==> src/rtl/fsm_code_pkg.sv <==
// Shared definitions for the 4-state Mealy line code: state encodings,
// transition function and the XOR-in-S3 coding rule. The encoder and the
// decoder both import this package so the two ends of the link stay in step.
package fsm_code_pkg;

  typedef enum logic [1:0] {
    S0 = 2'b00,
    S1 = 2'b01,
    S2 = 2'b10,
    S3 = 2'b11
  } code_state_t;

  // Transition table shared by both ends of the link, driven by the source bit x.
  function automatic code_state_t next_state(input code_state_t s, input logic x);
    code_state_t n;
    case (s)
      S0:      n = x ? S1 : S2;
      S1:      n = x ? S3 : S2;
      S2:      n = x ? S3 : S1;
      S3:      n = x ? S0 : S2;
      default: n = S0;
    endcase
    return n;
  endfunction

  // The code inverts the bit only in S3. XOR is its own inverse, so the same
  // function maps x->y on the encoder side and y->x on the decoder side.
  function automatic logic code_bit(input code_state_t s, input logic b);
    return b ^ (s == S3);
  endfunction

endpackage

==> src/rtl/code_state_tracker.sv <==
// Decoder-side copy of the encoder state machine. It recovers the source bit
// from the coded bit and advances on each accepted bit; resync realigns it
// to S0 before any coincident bit is decoded.
module code_state_tracker
  import fsm_code_pkg::*;
(
  input  logic        clk,
  input  logic        reset,
  input  logic        accept,
  input  logic        resync,
  input  logic        in_bit,
  output logic        x,
  output code_state_t state
);

  code_state_t from_state;

  // A resync in the same cycle as a bit means that bit is decoded from S0.
  assign from_state = resync ? S0 : state;
  assign x          = code_bit(from_state, in_bit);

  // State register: advance on accept, realign on a bare resync, else hold.
  always_ff @(posedge clk) begin
    if (reset) begin
      state <= S0;
    end else if (accept) begin
      state <= next_state(from_state, x);
    end else if (resync) begin
      state <= S0;
    end
  end

endmodule

==> src/rtl/fsm_stream_decoder.sv <==
// Receive end of the 4-state Mealy line code. Tracks the encoder state,
// recovers source bits, assembles them into W-bit words and hands words
// downstream over a valid/ready handshake.
module fsm_stream_decoder
  import fsm_code_pkg::*;
#(
  parameter int unsigned W         = 8,
  parameter bit          LSB_FIRST = 1'b1
) (
  input  logic         clk,
  input  logic         reset,
  input  logic         in_valid,
  input  logic         in_bit,
  output logic         in_ready,
  input  logic         resync,
  output logic         dec_valid,
  output logic         dec_bit,
  output logic         out_valid,
  output logic [W-1:0] out_word,
  input  logic         out_ready,
  output logic [1:0]   state_dbg
);

  localparam int unsigned   CW   = $clog2(W);
  localparam logic [CW-1:0] LAST = CW'(W - 1);

  code_state_t   state;
  logic          x;
  logic          accept;
  logic          last_bit;
  logic [CW-1:0] cnt;
  logic [CW-1:0] cnt_eff;
  logic [CW-1:0] pos;
  logic [W-1:0]  shreg;
  logic [W-1:0]  word_next;

  // Stall only the W-th bit while a word is still pending; this uses registered
  // state alone, so out_ready never reaches in_ready combinationally.
  assign in_ready = !((cnt == LAST) && out_valid);
  assign accept   = in_valid && in_ready;

  // resync restarts the word boundary before the coincident bit is placed.
  assign cnt_eff  = resync ? '0 : cnt;
  assign last_bit = (cnt_eff == LAST);

  assign state_dbg = state;

  code_state_tracker u_tracker (
    .clk    (clk),
    .reset  (reset),
    .accept (accept),
    .resync (resync),
    .in_bit (in_bit),
    .x      (x),
    .state  (state)
  );

  // Partial word with the current recovered bit merged in at its slot.
  always_comb begin
    pos       = LSB_FIRST ? cnt_eff : (LAST - cnt_eff);
    word_next = resync ? '0 : shreg;
    word_next[pos] = x;
  end

  // Word assembly, per-bit strobe and output handshake.
  always_ff @(posedge clk) begin
    if (reset) begin
      cnt       <= '0;
      shreg     <= '0;
      out_valid <= 1'b0;
      out_word  <= '0;
      dec_valid <= 1'b0;
      dec_bit   <= 1'b0;
    end else begin
      dec_valid <= accept;
      if (accept) begin
        dec_bit <= x;
      end
      if (accept && last_bit) begin
        out_word  <= word_next;
        out_valid <= 1'b1;
        cnt       <= '0;
        shreg     <= '0;
      end else begin
        if (out_valid && out_ready) begin
          out_valid <= 1'b0;
        end
        if (accept) begin
          shreg <= word_next;
          cnt   <= cnt_eff + CW'(1);
        end else if (resync) begin
          shreg <= '0;
          cnt   <= '0;
        end
      end
    end
  end

endmodule

==> config.mk <==
export PLATFORM = sky130hd
export DESIGN_NAME = fsm_stream_decoder
export DESIGN_NICKNAME = d
export VERILOG_FILES = /design/src/rtl/fsm_code_pkg.sv /design/src/rtl/code_state_tracker.sv /design/src/rtl/fsm_stream_decoder.sv
export SDC_FILE = /design/constraint.sdc
export NUM_CORES = 1
export LEC_CHECK = 0
export CORE_MARGIN = 10
export CORE_UTILIZATION = 35
export CTS_BUF_LIST = sky130_fd_sc_hd__clkbuf_4 sky130_fd_sc_hd__clkbuf_8
export DETAILED_ROUTE_END_ITERATION = 10
export HOLD_SLACK_MARGIN = 0.15
export PLACE_DENSITY = 0.52
export SYNTH_ARGS = -nofsm -noshare
export SYNTH_HDL_FRONTEND = slang
export SYNTH_SLANG_ARGS = --single-unit
==> constraint.sdc <==
create_clock -name clk -period 3.8 [get_ports clk]
set_clock_uncertainty 0.2 [all_clocks]
set_input_delay 1.14 -clock clk [delete_from_list [all_inputs] [get_ports clk]]
set_output_delay 1.14 -clock clk [all_outputs]
set_load 0.03 [all_outputs]
==> results by group <==
Global routing
  • First-pass GRT wire length: 4630 µm
  • Antenna violations before repair: 0
  • Overflow left after global routing: 0
  • Vias in the first global route: 973
  • Largest net degree at the start of global routing: 15
  • GRT Overall Usage: 0.0903

Power and ir drop
  • VDD IR max: 0.112 mV
  • Pwr dens: 317 mW/mm²
  • Clock power frac: 0.302
  • Tot Pwr: 0.460 mW
  • Leakage power: 0.548 nW
  • Sequential Power Share: 0.572
  • Power share of the combinational group: 0.125
  • P_sw: 0.121 mW
  • Switch share: 0.263
  • Int Power: 0.339 mW

Cells and area
  • Number of diodes: 0
  • Register Area: 480 µm²
  • Share of layout cells above drive strength 1: 0.113
  • Fin nets: 158
  • Multi-input gate area: 652 µm²
  • Area Growth Syn to Fin: 21.7%
  • Filler cells: 346
  • Cell area after layout: 0.00145 mm²
  • Final non-filler cell total: 196

Critical path
  • CP Capture Type: primary output
  • Critical-path cell list: nand4_4 -> clkdlybuf4s50_1
  • Crit path largest cell delay: 650 ps
  • Maximum fanout along the worst path: 12
  • Crit path launch type: register
  • Critical path's top delay family: buffers and inverters
  • Number of cells on the critical path: 2
  • CP required: 2460 ps
  • Crit Path Class: register to primary output
  • Slowest-stage cell, CP: clkdlybuf4s50_1
  • WP buf/inv: 1
  • CP arrival: 1820 ps
  • Reg2reg path depth: 6

Clock network
  • Root Buffer: clkbuf_4
  • Clock sinks: 24
  • CTS clk-pin slew, worst paths: 140 ps
  • Post-cts resize count: 0
  • Setup bufs post-CTS: 0
  • CTS Hold Bufs: 0
  • Clk Latency, worst-skew pair: 320 ps
  • Max Root-Sink Buffers: 2
  • H-tree lvl count: 1
  • Total CTS buffers: 3
  • TritonCTS clock tree: done

Routing
  • Vias/cell: 5.28
  • Drt wl/cell: 14.4 µm
  • Final antenna-violating net count: 0
  • Residual DRC: 0
  • DR pass1 iterations: 4
  • Vias: 1034
  • WL final: 2820 µm
  • Drt first-iter violations: 77

Place
  • HPWL after detailed placement: 2050 µm
  • Gpl congestion: 0.773
  • PortBufs: 19
  • Placed cell count: 192
  • Placed inst area: 0.00141 mm²

Yosys
  • Sequential area share after synthesis: 0.403
  • Post-synth net total: 140
  • Synth Flop Type: dfxtp_1
  • Number of flops mapped to enable cells by yosys: 0
  • Post-Synth Simple-Gate Area: 0.251
  • XOR/XNOR share of the synthesized area: 0.0420
  • Post-Synth Adder-Cell Area: 0.0105
  • Main combinational cell family by area after synthesis: simple AND/OR/NAND/NOR gates
  • Mapped Area: 0.00119 mm²
  • Synth unique cells: 42
  • Multiplexer area fraction after synthesis: 0.0252
  • Post-synthesis register bit count: 24
  • Syn. warnings: 0
  • Synth Area in Compound Gates: 0.218
  • Mapped Cells: 133
  • Share of synthesized registers carrying an async set or reset: 0
  • Avg Cell Area, Syn: 8.96 µm²

Floorplanning
  • Boundary pin count: 20
  • Core Rows: 21
  • Die area: 0.00614 mm²
  • Die H: 78.3 µm
  • Die Span X: 78.3 µm
  • Core Box Area: 0.00331 mm²
  • Initial core utilization: 0.360

STA
  • Slew margin rel.: 0.585
  • Period utilization: 0.831
  • Setup violations, final: 0
  • Worst Max-Slew Pin Slew: 620 ps
  • Unrepaired setup endpoints after global routing: false
  • Final Hold Viols: 0
  • Fin Setup TNS: 0 ps
  • Final worst path period need: 3160 ps
  • Max Transition Viols Final: 0
  • Fmax: 317 MHz

Run status
  • Status: completed

Job
  • Maxcap violations: 0

Min path
  • Cells on Worst Hold Path: 1
  • HP Class: register to register
[per-stage QoR]
| step | util | hold WS [ps] | setup slack [ps] |
|---|---|---|---|
| after floorplan | - | 256 | 1290 |
| after global placement | 0.427 | 264 | 618 |
| after detailed placement | 0.427 | 265 | 529 |
| after CTS | 0.438 | 300 | 639 |
| after global routing | 0.438 | 318 | 567 |
| final | 0.438 | 295 | 643 |
[synthesized netlist by cell type (2+ instances only)]
cell type,number,area share
a211oi_1,2,0.013
a21oi_1,15,0.063
a22o_1,7,0.051
a311oi_1,2,0.015
a31oi_1,5,0.026
buf_2,5,0.021
clkbuf_1,2,0.0063
dfxtp_1,24,0.40
inv_1,2,0.0063
mux2i_1,3,0.025
nand2_1,7,0.022
nand2b_1,4,0.021
nand3_1,3,0.013
nand3b_1,2,0.013
nor2_1,13,0.041
nor2b_1,4,0.021
nor3_1,3,0.013
nor3_2,2,0.017
nor4_1,2,0.011
o21ai_0,2,0.0084
o21ai_1,2,0.0084
xnor2_2,2,0.027
[cell families (layout without fill, tap and decap cells)]
family | Yosys count | after routing
mux | 3 | 3
fa+ha+maj | 1 | 1
buf+inv | 12 | 29
compound gates | 39 | 39
flops | 24 | 24
xor+xnor | 4 | 4
simple gates | 50 | 50
[flip-flops by register name (all words and copies together), names as in the netlist]
name,count
cnt,3
dec_valid,1
u_tracker.state,2
out_word,8
dec_bit,1
out_valid,1
shreg,8
[path summary, 6_finish.rpt]
path                 endpoint  slack [ps]        start
hold reg to reg   out_word[3]         290  out_word[3]
setup / recovery     in_ready         640       cnt[1]
hold / removal    out_word[3]         290  out_word[3]
setup reg to reg  out_word[2]        1460       cnt[1]
[power groups by stage]
stage	logic (mW)	clock network (mW)	registers, mW
global placement	0.0578	0	0.269
finish	0.0577	0.139	0.263
CTS	0.0579	0.143	0.263
floorplan	0.0366	0	0.271
global route	0.0630	0.149	0.264
detailed placement	0.0578	0	0.269
[routing by layer]
layer  GRT usage  wire [µm]  vias to the layer above
li1            -          -                      516
met1       0.114       1300                      491
met2       0.146       1340                       23
met3      0.0262        140                        4
met4      0.0251         36                        0
met5           0          0                        -
[layout make-up]
class,count,area share
tap,46,0.0397
multi-input combinational,97,0.450
inverter,3,0.00777
clock buffer,4,0.0250
timing repair buffer,22,0.147
sequential,24,0.331
[layout by cell type (no fill, tap or decap), drive strengths merged, types with 2 or more instances in the layout]
master / synthesis / routed
a211oi: 2 / 2
a21oi: 16 / 16
a22o: 7 / 7
a311oi: 2 / 2
a31oi: 5 / 5
and2: 2 / 2
buf: 7 / 3
clkbuf: 2 / 4
clkdlybuf4s50: 0 / 19
dfxtp: 24 / 24
inv: 3 / 3
mux2i: 3 / 3
nand2: 7 / 7
nand2b: 4 / 4
nand3: 4 / 4
nand3b: 3 / 3
nand4: 2 / 2
nor2: 13 / 13
nor2b: 4 / 4
nor3: 5 / 5
nor4: 2 / 2
o21ai: 4 / 4
xnor2: 3 / 3
[worst reg2reg max path, stage by stage, from the launching register on]
cell and delay, ps:
dfxtp_1 630, and2_1 250, nor2b_1 150, ha_1 260
nand3_2 180, nor3_2 420, a22o_1 210
No activity file was read; power rests on OpenSTA's default activity.
